===== src/rtl/sw_alloc.sv =====
// Switch allocator: one round-robin arbiter per crossbar output, grants held until
// end-of-packet or an optional hold timeout.
module sw_alloc #(
  parameter int unsigned NP  = 4,
  parameter int unsigned TMO = 0
) (
  input  logic       clk,
  input  logic       rst,
  input  logic [3:0] r0,
  input  logic [3:0] r1,
  input  logic [3:0] r2,
  input  logic [3:0] r3,
  input  logic       e0,
  input  logic       e1,
  input  logic       e2,
  input  logic       e3,
  output logic [3:0] d0,
  output logic [3:0] d1,
  output logic [3:0] d2,
  output logic [3:0] d3,
  output logic       a0,
  output logic       a1,
  output logic       a2,
  output logic       a3,
  output logic [3:0] busy,
  output logic       tmo_ev
);

  typedef enum logic {StIdle, StHold} st_e;

  localparam logic [7:0] TmoLast = 8'(TMO - 1);

  st_e        state_q [NP];
  st_e        state_d [NP];
  logic [3:0] d_q     [NP];
  logic [3:0] d_d     [NP];
  logic [1:0] ptr_q   [NP];
  logic [1:0] ptr_d   [NP];
  logic [7:0] cnt_q   [NP];
  logic [7:0] cnt_d   [NP];
  logic [3:0] ack_q, ack_d;
  logic       tmo_q, tmo_d;

  logic [3:0] req     [NP];
  logic [3:0] elig    [NP];
  logic       win_vld [NP];
  logic [1:0] win_idx [NP];
  logic [3:0] eop;
  logic [3:0] holding;
  logic [1:0] idx;

  assign eop = {e3, e2, e1, e0};

  // Keep only the lowest set request bit, so an input can never win two outputs at once.
  always_comb begin
    req[0] = r0 & (~r0 + 4'd1);
    req[1] = r1 & (~r1 + 4'd1);
    req[2] = r2 & (~r2 + 4'd1);
    req[3] = r3 & (~r3 + 4'd1);
  end

  always_comb begin
    holding = '0;
    for (int j = 0; j < NP; j++) begin
      holding = holding | d_q[j];
    end
    for (int j = 0; j < NP; j++) begin
      for (int i = 0; i < NP; i++) begin
        elig[j][i] = req[i][j] & ~holding[i] & (state_q[j] == StIdle);
      end
    end
  end

  // Scan from the pointer downwards in priority; the last hit (smallest offset) wins.
  always_comb begin
    idx = '0;
    for (int j = 0; j < NP; j++) begin
      win_vld[j] = 1'b0;
      win_idx[j] = '0;
      for (int k = NP - 1; k >= 0; k--) begin
        idx = ptr_q[j] + 2'(k);
        if (elig[j][idx]) begin
          win_vld[j] = 1'b1;
          win_idx[j] = idx;
        end
      end
    end
  end

  always_ff @(posedge clk) begin
    if (rst) begin
      for (int j = 0; j < NP; j++) begin
        state_q[j] <= StIdle;
        d_q[j]     <= '0;
        ptr_q[j]   <= '0;
        cnt_q[j]   <= '0;
      end
      ack_q <= '0;
      tmo_q <= 1'b0;
    end else begin
      for (int j = 0; j < NP; j++) begin
        state_q[j] <= state_d[j];
        d_q[j]     <= d_d[j];
        ptr_q[j]   <= ptr_d[j];
        cnt_q[j]   <= cnt_d[j];
      end
      ack_q <= ack_d;
      tmo_q <= tmo_d;
    end
  end

  always_comb begin
    ack_d = '0;
    tmo_d = 1'b0;
    for (int j = 0; j < NP; j++) begin
      state_d[j] = state_q[j];
      d_d[j]     = d_q[j];
      ptr_d[j]   = ptr_q[j];
      cnt_d[j]   = cnt_q[j];
      case (state_q[j])
        StIdle: begin
          if (win_vld[j]) begin
            state_d[j]          = StHold;
            d_d[j]              = 4'b0001 << win_idx[j];
            ptr_d[j]            = win_idx[j] + 2'd1;
            cnt_d[j]            = '0;
            ack_d[win_idx[j]]   = 1'b1;
          end
        end
        StHold: begin
          // End-of-packet wins over a timeout landing on the same edge.
          if (|(d_q[j] & eop)) begin
            state_d[j] = StIdle;
            d_d[j]     = '0;
          end else if ((TMO != 0) && (cnt_q[j] == TmoLast)) begin
            state_d[j] = StIdle;
            d_d[j]     = '0;
            tmo_d      = 1'b1;
          end else begin
            cnt_d[j] = cnt_q[j] + 8'd1;
          end
        end
      endcase
    end
  end

  always_comb begin
    d0     = d_q[0];
    d1     = d_q[1];
    d2     = d_q[2];
    d3     = d_q[3];
    busy   = {|d_q[3], |d_q[2], |d_q[1], |d_q[0]};
    a0     = ack_q[0];
    a1     = ack_q[1];
    a2     = ack_q[2];
    a3     = ack_q[3];
    tmo_ev = tmo_q;
  end

endmodule

===== config.mk =====
export PLATFORM = sky130hd
export DESIGN_NAME = sw_alloc
export DESIGN_NICKNAME = d
export VERILOG_FILES = /design/src/rtl/sw_alloc.sv
export SDC_FILE = /design/constraint.sdc
export NUM_CORES = 1
export LEC_CHECK = 0
export CAP_MARGIN = 20
export CORE_MARGIN = 3
export CORE_UTILIZATION = 30
export CTS_CLUSTER_SIZE = 24
export DETAILED_ROUTE_END_ITERATION = 8
export GPL_TIMING_DRIVEN = 0
export PLACE_DENSITY = 0.62
export SETUP_SLACK_MARGIN = 0.4
export SLEW_MARGIN = 20
export SYNTH_ARGS = -nofsm -noshare
export SYNTH_HDL_FRONTEND = slang
export SYNTH_SLANG_ARGS = --single-unit

===== constraint.sdc =====
create_clock -name clk -period 5.4 [get_ports clk]
set_input_delay 0.54 -clock clk [delete_from_list [all_inputs] [get_ports clk]]
set_output_delay 0.54 -clock clk [all_outputs]
set_load 0.03 [all_outputs]

==> results of run 1 <==
[per-layer routing]
metal	share of wire (%)	GRT usage, %
met3	7.4	4.22
met2	45	27.1
met5	0	0
met1	46	22.5
met4	1.0	3.79
[cell type report]
| type | instances | area share [%] |
|---|---|---|
| buffer | 8 | 1.24 |
| clock buffer | 6 | 2.82 |
| clock inverter | 2 | 0.342 |
| inverter | 12 | 1.54 |
| multi-input combinational | 211 | 52.9 |
| sequential | 32 | 21.9 |
| tap | 99 | 4.23 |
| timing repair buffer | 44 | 15.1 |
[kinds of logic (layout without fill, tap and decap cells)]
group,after synthesis,in the layout,share of synthesized area (%)
mux,3,3,1.32
buf+inv,20,72,3.59
compound gates,77,77,27.2
flops,32,32,28.2
simple gates,114,114,30.6
other cells,1,1,0.165
fa+ha+maj,16,16,8.83
[power groups by stage]
stage               combinational (W)  sequential (W)  clock (W)
floorplan                    0.000444        0.000425          0
global placement             0.000732        0.000378          0
detailed placement           0.000742        0.000380          0
CTS                          0.000747        0.000375   0.000202
global route                 0.000810        0.000388   0.000212
finish                       0.000744        0.000376   0.000196
[cells in the mapped netlist (3+ instances only)]
| master | n | area (um^2) |
|---|---|---|
| dfxtp_1 | 32 | 641 |
| a21oi_1 | 23 | 115 |
| nand2_1 | 23 | 86.3 |
| nor2_1 | 21 | 78.8 |
| ha_1 | 16 | 200 |
| inv_1 | 12 | 45.0 |
| nand3_1 | 10 | 50.1 |
| nand3b_1 | 7 | 52.6 |
| nor3_1 | 7 | 35.0 |
| o21ai_0 | 7 | 35.0 |
| a22o_1 | 6 | 52.6 |
| clkbuf_1 | 5 | 18.8 |
| or4_1 | 5 | 37.5 |
| a21boi_0 | 4 | 30.0 |
| a41oi_2 | 4 | 65.1 |
| and3_1 | 4 | 25.0 |
| nand2_2 | 4 | 25.0 |
| nand2b_1 | 4 | 25.0 |
| nand4b_1 | 4 | 35.0 |
| mux2i_1 | 3 | 30.0 |
| nand4_1 | 3 | 18.8 |
| nor2b_1 | 3 | 18.8 |
| o211a_1 | 3 | 30.0 |
| o31ai_1 | 3 | 22.5 |
| or2_2 | 3 | 18.8 |
[worst max-delay path: stages]
cell	delay, ns
clkdlybuf4s50_1	0.57
nor4b_1	0.53
nand2_1	0.23
a311oi_1	0.32
nor3_1	0.11
a21oi_1	0.22
ha_1	0.20
nand2_1	0.09
a41oi_2	0.22
[flip-flops by register name, indices dropped and copies added (netlist names)]
signal   flops
ptr_q        8
d_q         16
ack_q        4
state_q      4
[metrics by stage]
| stage | setup WS [ns] | total power (W) |
|---|---|---|
| 2_1_floorplan | 3.07 | 0.000870 |
| 3_3_place_gp | 2.28 | 0.00111 |
| 3_5_place_dp | 2.20 | 0.00112 |
| 4_1_cts | 2.48 | 0.00132 |
| 5_1_grt | 2.19 | 0.00141 |
| 6_report | 2.55 | 0.00132 |
[worst paths after layout]
path,start,slack [ns],to,depth (start not counted)
setup / recovery,r0[0],2.55,ack_q[2]$_SDFF_PP0_,9
hold / removal,ptr_q[3][1]$_SDFFE_PP0P_,0.54,ptr_q[3][1]$_SDFFE_PP0P_,2
setup reg to reg,d_q[3][1]$_SDFFE_PP0P_,2.78,ack_q[2]$_SDFF_PP0_,8
hold reg to reg,ptr_q[3][1]$_SDFFE_PP0P_,0.54,ptr_q[3][1]$_SDFFE_PP0P_,2
==> impl_results.md, run 1 <==
- Synth Area per Inst: 8.63 um^2
- GRT overflow: 0
- Yosys warnings: 0
- Post-synthesis async set-or-reset flop share: 0%
- Final worst path period share: 52.7%
- Ant diodes: 0
- I/O Buffers: 44
- Cell count after synthesis: 263
- Sw power: 0.000604 W
- Final net count: 352
- CTS tree: built
- Setup Buffers After CTS: 0
- Clock power frac: 14.9%
- Reg power frac: 28.6%
- WS Path Type: in2reg
- IO Pins: 47
- Endpoints failing hold: 0
- Clock slew at reported path FFs: 0.07 ns
- Area growth, synth to finish: 29.0%
- Vias in the first global route: 2,233
- Placed Cells: 406
- Clock Skew: 0.0103 ns
- Pins Over Slew Limit: 0
- First drt pass iteration count: 4
- WL per Instance: 16.9 um
- Logic pwr share: 56.5%
- Hold WC Path Type: reg2reg
- Die W: 93.0 um
- Number of synthesized register bits: 32
- Clock buffer depth: 2
- Most common cell after layout, fill and taps aside: clkdlybuf4s50_1
- Clk_lat worst skew: 0.29 ns
- GPL Wtd Cong: 0.871
- Dpl cell area: 2830 um^2
- Critical Path Fanout Max: 5
- Core area: 7290 um^2
- FILL cells: 773
- Final WL: 6.99 mm
- CTS Root Cell: clkbuf_8
- Sw frac: 45.9%
- CTS hold repair buffers: 0
- Final period demand of the worst path: 2.85 ns
- Status: completed
- Ratio of cells with drive above 1 in the final layout: 12.1%
- Max Clk Rate: 0.351 GHz
- Setup crit start kind: primary input
- Dpl hpwl: 5.56 mm
- Max-cap violations: 0
- Internal power: 0.000712 W
- Initial DRC Count: 109
- Worst hold margin: 0.537 ns
- Endpoints failing setup: 0
- Relative slew margins: 53.3%
- DIE HEIGHT: 93.0 um
- Largest net degree at the start of global routing: 11
- Most frequent cells in the layout: clkdlybuf4s50_1 (44), dfxtp_1 (32), nand2_1 (23), a21oi_1 (23), nor2_1 (21)
- Primary FF master, synth: dfxtp_1
- Detail Route Antenna Nets: 0
- # rows: 31
- Synth Cell Area: 2270 um^2
- Critical Path RT: 5.60 ns
- TNS Setup: 0 ns
- P_leak: 1.11 nW
- Number of synthesized flops with an enable pin: 0
- First-pass GRT wire length: 11.4 mm
- Slew at the pin closest to its max-slew limit: 0.692 ns
- Final cell count without fillers: 414
- CTS Buf Count: 5
- Initial cell density of the core: 31.1%
- Maximum VDD drop: 0.289 mV
- Cell variety after synth: 57
- Pwr Density: 450 nW/um^2
- CTS H-Tree Depth: 2
- Critical path arrival: 3.05 ns
- Initial antenna violation count: 0
- Post-synthesis sequential area ratio: 28.2%
- CTS resizes: 0
- Register area: 641 um^2
- # clock sinks: 32
- DIE AREA: 8640 um^2
- Syn_nets: 301
- Vias: 2,262
- RSZ-0062 raised after global routing: no
- Final Util: 40.1%
- Detailed-route DRC error count: 0
- Vias/cell: 5.46
- Design area: 2930 um^2
- Multi-input logic area: 1550 um^2
- Critical Path End Type: register
- Total GRT Usage: 16.8%
Power figures use the tool's default switching activity.
==> run 2, diff against run 1 <==
--- a/config.mk
+++ b/config.mk
@@ -11,7 +11,7 @@
 export CTS_CLUSTER_SIZE = 24
 export DETAILED_ROUTE_END_ITERATION = 8
 export GPL_TIMING_DRIVEN = 0
-export PLACE_DENSITY = 0.62
+export PLACE_DENSITY = 0.63
 export SETUP_SLACK_MARGIN = 0.4
 export SLEW_MARGIN = 20
 export SYNTH_ARGS = -nofsm -noshare
==> constraint.sdc (replaced) <==
create_clock -name clk -period 2.5 [get_ports clk]
set_input_delay 0.25 -clock clk [delete_from_list [all_inputs] [get_ports clk]]
set_output_delay 0.25 -clock clk [all_outputs]
set_load 0.03 [all_outputs]
==> run 2 against run 1 <==
Net effect: die area did not move; register-to-register slack worse by 2.6 ns; global-route usage increased by 2.2 points; combinational power rose to 3.0 times the previous value; core utilization up 11 points; sequential power is 130% higher; clock-buffer cell count shrank 1; non-clock buffer count grew 33; largest cell class unchanged; highest routed layer unchanged.
==> impl_results.md, run 2 (same netlist as run 1, synthesis figures left out) <==
- Ant diodes: 0 (unchanged)
- # clock sinks: 32 (unchanged)
- Final WL: 8.16 mm (+17%)
- CTS Buf Count: 5 (unchanged)
- Setup crit start kind: register
- Max reg flops: 16 (unchanged)
- Area growth, synth to finish: 64.6%
- Slew at the pin closest to its max-slew limit: 0.827 ns (+0.135 ns)
- TNS Setup: 0 ns (unchanged)
- Hold WC Path Type: in2reg
- Sw frac: 43.9% (-2.0 points)
- Ratio of cells with drive above 1 in the final layout: 43.7% (+32 points)
- Core area: 7290 um^2 (unchanged)
- Vias in the first global route: 2,511 (+12%)
- I/O Buffers: 44 (unchanged)
- First-pass GRT wire length: 13.0 mm (+14%)
- Pwr Density: 959 nW/um^2 (+110%)
- Clk_lat worst skew: 0.29 ns (about the same)
- Endpoints failing hold: 0 (unchanged)
- GRT overflow: 0 (unchanged)
- P_leak: 1.45 nW (+31%)
- Total GRT Usage: 19.0% (+2.2 points)
- Initial DRC Count: 174 (+60%)
- Detailed-route DRC error count: 0 (unchanged)
- Final net count: 385 (+9.4%)
- Reg power frac: 23.7% (-4.9 points)
- FILL cells: 685 (-11%)
- DIE AREA: 8640 um^2 (unchanged)
- Most frequent cells in the layout: clkdlybuf4s50_1 (40), buf_4 (30), dfxtp_1 (19), nor2_1 (16)
- Dpl hpwl: 5.60 mm (+0.74%)
- Dpl cell area: 2900 um^2 (+2.3%)
- Endpoints failing setup: 0 (unchanged)
- Worst hold margin: 0.455 ns (-0.0818 ns)
- Max Clk Rate: 0.438 GHz
- Final worst path period share: 91.4%
- IO Pins: 47 (unchanged)
- CTS hold repair buffers: 0 (unchanged)
- CTS Root Cell: clkbuf_8
- Max-cap violations: 0 (unchanged)
- Sw power: 0.00157 W (+160%)
- Clock buffer depth: 2 (unchanged)
- Critical path arrival: 2.42 ns (-0.63 ns)
- Detail Route Antenna Nets: 0 (unchanged)
- Maximum VDD drop: 0.438 mV (+52%)
- Vias: 2,469 (+9.2%)
- Critical Path End Type: register
- Final Util: 51.2% (+11 points)
- Internal power: 0.00201 W (+180%)
- Pins Over Slew Limit: 0 (unchanged)
- Placed Cells: 406 (unchanged)
- WL per Instance: 18.3 um (+8.1%)
- Critical Path Fanout Max: 3 (-2)
- Most common cell after layout, fill and taps aside: clkdlybuf4s50_1
- Clock power frac: 14.0% (-0.9 points)
- Reg with most FFs: d_q
- Die W: 93.0 um (unchanged)
- CTS tree: built
- Status: completed
- Vias/cell: 5.52 (+1.1%)
- Initial cell density of the core: 31.1% (unchanged)
- Clock slew at reported path FFs: 0.07 ns (about the same)
- Relative slew margins: 44.9% (-8.5 points)
- Initial antenna violation count: 0 (unchanged)
- Logic pwr share: 62.3% (+5.8 points)
- # rows: 31 (unchanged)
- Critical Path RT: 2.64 ns (-2.96 ns)
- First drt pass iteration count: 5 (+1)
- Clock Skew: 0.00378 ns (-0.00653 ns)
- CTS H-Tree Depth: 2 (unchanged)
- GPL Wtd Cong: 0.939 (+7.8%)
- Regs by FF count: d_q x16, ptr_q x8
- Largest net degree at the start of global routing: 12 (+1)
- RSZ-0062 raised after global routing: yes
- Final cell count without fillers: 447 (+8.0%)
- Final period demand of the worst path: 2.29 ns
- Design area: 3730 um^2 (+28%)
- WS Path Type: reg2reg
- DIE HEIGHT: 93.0 um (unchanged)
## run 2: what timing repair did
action | CTS | global route
endpoints found under the hold margin | 0 | 0
buffers inserted | 27 | 6
pin swaps | 28 | 21
endpoints found under the setup margin | 25 | 28
resized for setup | 72 | 33
## run 2: stage by stage
| stage | worst slack, ns | power [W] |
|---|---|---|
| floorplan | 0.324 | 0.00193 |
| global placement | -0.205 | 0.00241 |
| detailed placement | -0.236 | 0.00244 |
| CTS | 0.252 | 0.00332 |
| global route | 0.102 | 0.00380 |
| finish | 0.215 | 0.00358 |
## run 2: metal layers
layer	global-route usage [%]	part of all wire [%]	vias to the layer above
met5	0	0	-
met4	5.98	2.6	0
met3	3.66	5.4	24
met2	34.4	51	78
met1	22.2	41	1202
li1	-	-	1165
## run 2: worst max-delay path, stage by stage, from the launching register on
cell and delay, ns:
dfxtp_4 0.37, or4_4 0.58, nor3b_4 0.20, buf_4 0.15, a21boi_1 0.06, nor2_1 0.16, buf_4 0.14, o31ai_2 0.07
ha_1 0.23, nand2_2 0.08, a41oi_2 0.10
## run 2: power groups by stage
stage          clock [W]  combinational [W]  sequential [W]
3_3_place_gp           0            0.00158        0.000832
2_1_floorplan          0           0.000996        0.000931
4_1_cts         0.000517            0.00197        0.000839
6_report        0.000503            0.00223        0.000847
5_1_grt         0.000536            0.00240        0.000864
3_5_place_dp           0            0.00160        0.000838
## run 2: layout make-up
type	instances	area, um^2	share of cell area, %
clock inverters	3	42.5	1.14
plain buffers	8	46.3	1.24
inverters	12	45.0	1.21
well taps	99	124	3.32
clock buffers	5	68.8	1.84
flip-flops and latches	32	682	18.3
multi-input cells	211	2010	53.9
repair buffers	77	714	19.1
## run 2: final timing paths
check                         start                       end  slack [ns]  depth (start not counted)
max reg2reg  d_q[3][1]$_SDFFE_PP0P_       ack_q[1]$_SDFF_PP0_        0.21                         10
min reg2reg  d_q[0][1]$_SDFFE_PP0P_    d_q[0][1]$_SDFFE_PP0P_        0.53                          2
max          d_q[3][1]$_SDFFE_PP0P_       ack_q[1]$_SDFF_PP0_        0.21                         10
min                             rst  ptr_q[0][1]$_SDFFE_PP0P_        0.46                          2
